### src/rtl/alu_dispatch_if.sv
// Shared instruction types and the dispatch bus bundle (upstream, ALU and downstream sides).
package alu_dispatch_pkg;
  typedef enum logic [2:0] {
    OP_ADD,
    OP_SUB,
    OP_AND,
    OP_OR,
    OP_XOR
  } opcode_t;

  typedef struct packed {
    logic [31:0] a;
    logic [31:0] b;
    opcode_t     opcode;
  } instruction_t;
endpackage

interface alu_dispatch_if #(
  parameter int unsigned TAG_W = 8
);
  import alu_dispatch_pkg::*;

  logic             in_valid;
  logic             in_ready;
  instruction_t     in_word;
  instruction_t     alu_iw;
  logic [31:0]      alu_result;
  logic             out_valid;
  logic             out_ready;
  logic [31:0]      out_result;
  logic [TAG_W-1:0] out_tag;
  logic             busy;

  modport master (
    output in_valid, in_word, alu_result, out_ready,
    input  in_ready, alu_iw, out_valid, out_result, out_tag, busy
  );

  modport slave (
    input  in_valid, in_word, alu_result, out_ready,
    output in_ready, alu_iw, out_valid, out_result, out_tag, busy
  );
endinterface

### src/rtl/alu_dispatch.sv
// Credit-based dispatcher: instruction FIFO -> external ALU -> tagged result FIFO, results in acceptance order.
module alu_dispatch
  import alu_dispatch_pkg::*;
#(
  parameter int unsigned DEPTH   = 4,
  parameter int unsigned ALU_LAT = 1,
  parameter int unsigned TAG_W   = 8
) (
  input logic          clock,
  input logic          reset,
  alu_dispatch_if.slave bus
);
  localparam int unsigned PTR_W  = (DEPTH > 1) ? $clog2(DEPTH) : 1;
  localparam int unsigned CNT_W  = $clog2(DEPTH + 1);
  localparam int unsigned SR_LEN = ALU_LAT + 1;

  instruction_t     iq_word [DEPTH];
  logic [TAG_W-1:0] iq_tag  [DEPTH];
  logic [PTR_W-1:0] iq_head, iq_tail;
  logic [CNT_W-1:0] iq_count;

  logic [31:0]      rq_result [DEPTH];
  logic [TAG_W-1:0] rq_tag    [DEPTH];
  logic [PTR_W-1:0] rq_head, rq_tail;
  logic [CNT_W-1:0] rq_count;

  logic [SR_LEN-1:0] sr_valid;
  logic [TAG_W-1:0]  sr_tag [SR_LEN];
  logic [TAG_W-1:0]  next_tag;
  instruction_t      iw;

  logic accept, issue, rq_wr, rq_rd;
  int   credit_used;

  function automatic logic [PTR_W-1:0] next_ptr(input logic [PTR_W-1:0] p);
    return (p == PTR_W'(DEPTH - 1)) ? '0 : p + PTR_W'(1);
  endfunction

  // Results already queued plus words still in the ALU must fit the result FIFO.
  always_comb begin
    credit_used = int'(rq_count) + $countones(sr_valid);
    accept      = bus.in_valid && bus.in_ready;
    issue       = (iq_count != '0) && (credit_used < int'(DEPTH));
    rq_wr       = sr_valid[SR_LEN-1];
    rq_rd       = bus.out_valid && bus.out_ready;
  end

  assign bus.in_ready   = (iq_count < CNT_W'(DEPTH)) && !reset;
  assign bus.alu_iw     = iw;
  assign bus.out_valid  = (rq_count != '0);
  assign bus.out_result = bus.out_valid ? rq_result[rq_head] : '0;
  assign bus.out_tag    = bus.out_valid ? rq_tag[rq_head] : '0;
  assign bus.busy       = (iq_count != '0) || (rq_count != '0) || (|sr_valid);

  always_ff @(posedge clock) begin
    if (reset) begin
      iq_head  <= '0;
      iq_tail  <= '0;
      iq_count <= '0;
      rq_head  <= '0;
      rq_tail  <= '0;
      rq_count <= '0;
      sr_valid <= '0;
      next_tag <= '0;
      iw       <= '0;
    end else begin
      if (accept) begin
        iq_word[iq_tail] <= bus.in_word;
        iq_tag[iq_tail]  <= next_tag;
        iq_tail          <= next_ptr(iq_tail);
        next_tag         <= next_tag + TAG_W'(1);
      end
      if (issue) begin
        iw      <= iq_word[iq_head];
        iq_head <= next_ptr(iq_head);
      end
      iq_count <= iq_count + CNT_W'(accept) - CNT_W'(issue);

      sr_valid[0] <= issue;
      sr_tag[0]   <= iq_tag[iq_head];
      for (int unsigned i = 1; i < SR_LEN; i++) begin
        sr_valid[i] <= sr_valid[i-1];
        sr_tag[i]   <= sr_tag[i-1];
      end

      if (rq_wr) begin
        rq_result[rq_tail] <= bus.alu_result;
        rq_tag[rq_tail]    <= sr_tag[SR_LEN-1];
        rq_tail            <= next_ptr(rq_tail);
      end
      if (rq_rd) begin
        rq_head <= next_ptr(rq_head);
      end
      rq_count <= rq_count + CNT_W'(rq_wr) - CNT_W'(rq_rd);
    end
  end
endmodule

### src/flat_wrapper.sv
// flat-port wrapper written by rule: the top's interface ports become plain ports
module alu_dispatch_flat import alu_dispatch_pkg::*;
#(
  parameter int unsigned DEPTH   = 4,
  parameter int unsigned ALU_LAT = 1,
  parameter int unsigned TAG_W   = 8
)
  (clock, reset, bus_in_valid, bus_in_word, bus_alu_result, bus_out_ready, bus_in_ready, bus_alu_iw, bus_out_valid, bus_out_result, bus_out_tag, bus_busy);
  alu_dispatch_if #(.TAG_W(TAG_W)) bus_i ();
  input logic clock;
  input logic reset;
  input wire logic [$bits(bus_i.in_valid)-1:0] bus_in_valid;
  input wire logic [$bits(bus_i.in_word)-1:0] bus_in_word;
  input wire logic [$bits(bus_i.alu_result)-1:0] bus_alu_result;
  input wire logic [$bits(bus_i.out_ready)-1:0] bus_out_ready;
  output wire logic [$bits(bus_i.in_ready)-1:0] bus_in_ready;
  output wire logic [$bits(bus_i.alu_iw)-1:0] bus_alu_iw;
  output wire logic [$bits(bus_i.out_valid)-1:0] bus_out_valid;
  output wire logic [$bits(bus_i.out_result)-1:0] bus_out_result;
  output wire logic [$bits(bus_i.out_tag)-1:0] bus_out_tag;
  output wire logic [$bits(bus_i.busy)-1:0] bus_busy;
  assign bus_i.in_valid = bus_in_valid;
  assign bus_i.in_word = bus_in_word;
  assign bus_i.alu_result = bus_alu_result;
  assign bus_i.out_ready = bus_out_ready;
  assign bus_in_ready = bus_i.in_ready;
  assign bus_alu_iw = bus_i.alu_iw;
  assign bus_out_valid = bus_i.out_valid;
  assign bus_out_result = bus_i.out_result;
  assign bus_out_tag = bus_i.out_tag;
  assign bus_busy = bus_i.busy;
  alu_dispatch #(.DEPTH(DEPTH), .ALU_LAT(ALU_LAT), .TAG_W(TAG_W)) u_core (.clock(clock), .reset(reset), .bus(bus_i));
endmodule
### config.mk
export PLATFORM = sky130hd
export DESIGN_NAME = alu_dispatch_flat
export DESIGN_NICKNAME = d
export VERILOG_FILES = /design/src/rtl/alu_dispatch_if.sv /design/src/rtl/alu_dispatch.sv /design/src/flat_wrapper.sv
export SDC_FILE = /design/constraint.sdc
export NUM_CORES = 1
export LEC_CHECK = 0
export CAP_MARGIN = 5
export CORE_MARGIN = 2
export CORE_UTILIZATION = 25
export DETAILED_ROUTE_END_ITERATION = 8
export SLEW_MARGIN = 25
export SYNTH_ARGS = -nofsm -noshare
export SYNTH_HDL_FRONTEND = slang
export SYNTH_SLANG_ARGS = --single-unit
export TNS_END_PERCENT = 30
### constraint.sdc
create_clock -name clock -period 11.94 [get_ports clock]
set_clock_uncertainty 0.2 [all_clocks]
set_input_delay 2.388 -clock clock [delete_from_list [all_inputs] [get_ports clock]]
set_output_delay 2.388 -clock clock [all_outputs]
set_load 0.005 [all_outputs]
After elaboration in Yosys (flattened, before gate mapping) --
Memory sizes are Yosys's and may differ from the RTL's. A register that Yosys moved wholly into a read port is not among the register bits. Index checks and enable logic that the tools add are counted.
Operators by class: multipliers 0, reductions and logical operators 10, multiplexer cells 19, add/sub/neg operators 11, shifts and indexed selects 0, eq/ne operators 4, div/mod/pow operators 0, bitwise operators 0, magnitude comparators 2
Operators by type and width (count):
- $add A4 B32 Y32 | 1
- $lt A32 B4 Y1 const B | 1
- $mux W32 | 1
- $mux W2 | 10
- $add A2 B1 Y2 const B | 4
- $add A8 B1 Y8 const B | 1
- $eq A2 B2 Y1 const B | 4
- $mux W8 | 1
- $mux W1 | 7
- $add A3 B1 Y3 | 2
- $reduce_bool A3 Y1 | 2
- $sub A3 B1 Y3 | 2
- $logic_and A1 B1 Y1 | 4
- $lt A3 B3 Y1 const B | 1
- $add A1 B1 Y2 | 1
- $logic_or A1 B1 Y1 | 2
- $reduce_or A2 Y1 | 1
- $logic_not A1 Y1 | 1
Storage, ports and cells: input bits 103, bits in read-only memories 0, memories 5, output and inout bits 110, word-level logic and storage cells 59, bits in latches 0, RAM bits 476, register bits after elaboration 24
Memories:
- u_core.iq_word | depth 4, width 67, read ports 1, clocked after memory_dff 1, wr ports 1, line alu_dispatch.sv:17 | instruction_t iq_word [DEPTH];
- u_core.rq_result | depth 4, width 32, read ports 1, clocked after memory_dff 1, wr ports 1, line alu_dispatch.sv:22 | logic [31:0] rq_result [DEPTH];
- u_core.iq_tag | depth 4, width 8, read ports 1, clocked after memory_dff 1, wr ports 1, line alu_dispatch.sv:18 | logic [TAG_W-1:0] iq_tag [DEPTH];
- u_core.rq_tag | depth 4, width 8, read ports 1, clocked after memory_dff 1, wr ports 1, line alu_dispatch.sv:23 | logic [TAG_W-1:0] rq_tag [DEPTH];
- u_core.sr_tag | depth 2, width 8, read ports 2, clocked after memory_dff 0, wr ports 2, line alu_dispatch.sv:28 | logic [TAG_W-1:0] sr_tag [SR_LEN];

Longest topological paths before layout --
depth in word-level cells 6, mapped depth 13, gate-level depth less buffers 11

Worst setup path after synthesis --
OpenSTA, ideal clock, no wires.
kind input to output, start point input reset, end point output bus_in_ready, slack 6323 ps, arrival 3029 ps, buffers on the path 2, required time 9352 ps, stages 3, path through clkbuf_1 -> clkbuf_1 -> nor2_1
On the way: cells in the longest elaborated chain, start to end 2
RTL lines:
- from (decl) | line flat_wrapper.sv:11 | input logic reset;
- $logic_not A1 Y1 | line alu_dispatch.sv:48 | assign bus.in_ready = (iq_count < CNT_W'(DEPTH)) && !reset;
- $logic_and A1 B1 Y1 | line alu_dispatch.sv:48
- to (decl) | line flat_wrapper.sv:16 | output wire logic [$bits(bus_i.in_ready)-1:0] bus_in_ready;
No other way between the ends.

Final worst setup path --
Same ends and word-level chain as after synthesis.

==> impl_results.md <==
- Synthesized area: 21300 sq um
- Via/cell ratio: 4.37
- Cts bufs inserted: 58
- Pint: 4100 uW
- Syn Nets: 1168
- Hold crit path type: reg -> reg
- Top sig layer: met5
- Largest area contributor in the netlist: edfxtp_1
- Clock Latency Late Sink: 0.62 ns
- Main synth FF type: edfxtp_1
- Synth area leaders: edfxtp_1 67%, mux4_2 12%, dfxtp_1 8.9%
- Post-Place Cell Area: 24700 sq um
- Post-synth EDFFs: 476
- CP required: 9.35 ns
- DRT Wirelength: 48900 um
- Overflow after GRT: 0
- Slew Limit Headroom: 0.269
- Origin of the critical flop-to-flop path: u_core.sr_valid[1]$_SDFF_PP0_
- DR WL/cell: 19.9 um
- Syn Area/Cell: 20.4 sq um
- P_leak: 0.00912 uW
- Initial DRC Count: 646
- Crit path cell chain: clkdlybuf4s50_1, buf_4, nor2_1, clkdlybuf4s50_1
- Final WS setup: 5.60 ns
- Most used cell, CP: clkdlybuf4s50_1
- Net Sw Power: 1550 uW
- Die width: 296 um
- CTS Hold Bufs: 0
- Clock root buffer: clkbuf_16
- Residual DRC count: 0
- Min-delay src: u_core.sr_tag[0][3]$_DFFE_PN_
- Crit path max fanout: 25
- Yosys top cell area share: 0.670
- First-pass GRT wire length: 71900 um
- Least-Margin Pin Slew: 1.10 ns
- Fmax: 158 MHz
- DR vias: 10700
- Most frequent cell after synthesis: edfxtp_1
- Maximum vdd drop: 0.000150 V
- Crit-path slowest cell: clkdlybuf4s50_1
- Final Instance Area: 26600 sq um
- Register Area: 16200 sq um
- Area grow syn2layout: 24.8%
- Met3 WL: 4210 um
- RSZ-0062 raised after global routing: false
- Async SR Flop Fraction: 0
- Setup TNS Final: 0 ns
- Die ar.: 87700 sq um
- Placer Congestion: 0.689
- Register area share after synthesis: 0.759
- WL met1: 20800 um
- Startpoint types: input port
- DRT antenna net count: 0
- Switching share of power: 0.274
- Critical path startpoint: reset
- Vias in the first global route: 11300
- Drt pass-1 iters: 5
- Final hold violations: 0
- YS warnings: 0
- Worst EP arrival: 3.75 ns
- Met2 wire length: 22600 um
- Max incr delay on CP: 0.48 ns
- Largest buffer count on any clock path: 3
- Post-CTS sizing: 0
- Starting Density: 0.251
- Post-CTS Setup Bufs: 0
- Sequential share of power: 0.453
- Max-cap violations: 0
- CTS tree: yes
- Mapped Cells: 1045
- Worst-path clk slew: 0.06 ns
- Port Buffers: 212
- CTS sink count: 571
- Clock power share: 0.311
- Synth cell count leaders: 476 x edfxtp_1, 115 x mux4_2, 95 x dfxtp_1, 67 x a21o_1, 67 x o311a_1
- Outcome: complete, no violations
- Power per cell area: 212 nW/um^2
- Final max-slew violation count: 0
- Die height: 296 um
- # setup viols final: 0
- Min Tclk post-route: 6.34 ns
- Hpwl dp: 27900 um
- Pin count of the biggest net entering global routing: 70
- Worst Path Class, Setup: in -> out
- H-tree depth: 2
- Tot GR Track Use: 0.109
- Comb pwr share: 0.236
- Initial antenna violation count: 10
- Flops & latches, synth: 571
- Crit path capture type: output port
- FP Rows: 107
- Tcrit/Tclk final: 0.531
- Layout cell share with drive strength beyond 1: 0.182
- Core area: 84900 sq um
- Net count reported at finish: 1381
- Synth unique cells: 39
- Area of the multi-input gates: 4820 sq um
- # IOs: 213
- Pre-CTS setup slack: 5.61 ns
- Filler cells: 8198
==> layout make-up <==
| type | count | share of cell area |
|---|---|---|
| Sequential cell | 571 | 0.609 |
| Multi-Input combinational cell | 384 | 0.181 |
| Timing Repair Buffer | 225 | 0.0841 |
| Clock buffer | 78 | 0.0620 |
| Tap cell | 1144 | 0.0537 |
| Clock inverter | 31 | 0.00794 |
| Inverter | 18 | 0.00258 |
| Antenna cell | 1 | 0.0000940 |
==> state kept, by name, summed over array words and instances (netlist names), 3 cells and up, named ones only <==
name               cells
u_core.bus.alu_iw     67
u_core.iq_count        3
u_core.iq_tag         32
u_core.iq_word       268
u_core.next_tag        8
u_core.rq_count        3
u_core.rq_result     128
u_core.rq_tag         32
u_core.sr_tag         16
==> routing by layer <==
layer / global-route usage / vias to the layer above
met3: 0.0396 / 86
met4: 0.0309 / 16
met5: 0 / -
li1: - / 4731
met2: 0.175 / 314
met1: 0.139 / 5566
==> power by group through the flow <==
stage / clock (uW) / sequential [uW] / combinational [uW]
floorplan: 0 / 2510 / 755
global placement: 0 / 2590 / 1340
detailed placement: 0 / 2600 / 1350
CTS: 1800 / 2560 / 1360
global route: 1870 / 2590 / 1440
finish: 1760 / 2560 / 1330
==> placed cells by master, fill, tap and decap left out, types with 12 or more instances in the layout <==
cell type,netlist,final
nor2b_1,44,44
buf_4,3,12
clkinv_2,0,13
clkdlybuf4s50_1,0,212
dfxtp_1,95,91
inv_1,17,16
o311a_1,67,67
a21o_1,67,67
clkbuf_16,0,61
edfxtp_1,476,476
ha_1,18,18
mux4_2,115,115
==> worst max-delay path: cells and delay by family <==
family                 cells  cell delay (ns)
AND/OR/NAND/NOR            1             0.10
buffers and inverters      3             1.25
==> per-stage QoR <==
step | power (uW) | utilization | std cells | hold WS, ns
floorplan | 3260 | - | 1045 | 0.200
global placement | 3930 | 0.291 | 2341 | 0.216
global route | 5900 | 0.314 | 2451 | 0.227
finish | 5650 | 0.314 | 2452 | 0.217
CTS | 5730 | 0.313 | 2450 | 0.222
detailed placement | 3950 | 0.291 | 2341 | 0.215
==> path summary, 6_finish.rpt <==
kind	endpoint	depth (start not counted)	slack (ns)
max	bus_in_ready	4	5.60
min	u_core.sr_tag[0][11]$_DFFE_PN_	0	0.22
min reg2reg	u_core.sr_tag[0][11]$_DFFE_PN_	0	0.22
max reg2reg	u_core.iq_count[2]$_SDFF_PP0_	11	8.53
==> logic make-up after synthesis <==
kind of cell	synth area share
flip-flops	0.759
AND/OR/NAND/NOR	0.0256
adder cells (fa/ha/maj)	0.0124
buffers and inverters	0.0176
AO/OA/AOI/OAI	0.0593
multiplexers	0.124
XOR/XNOR	0.00246
No activity file was read; power rests on OpenSTA's default activity.
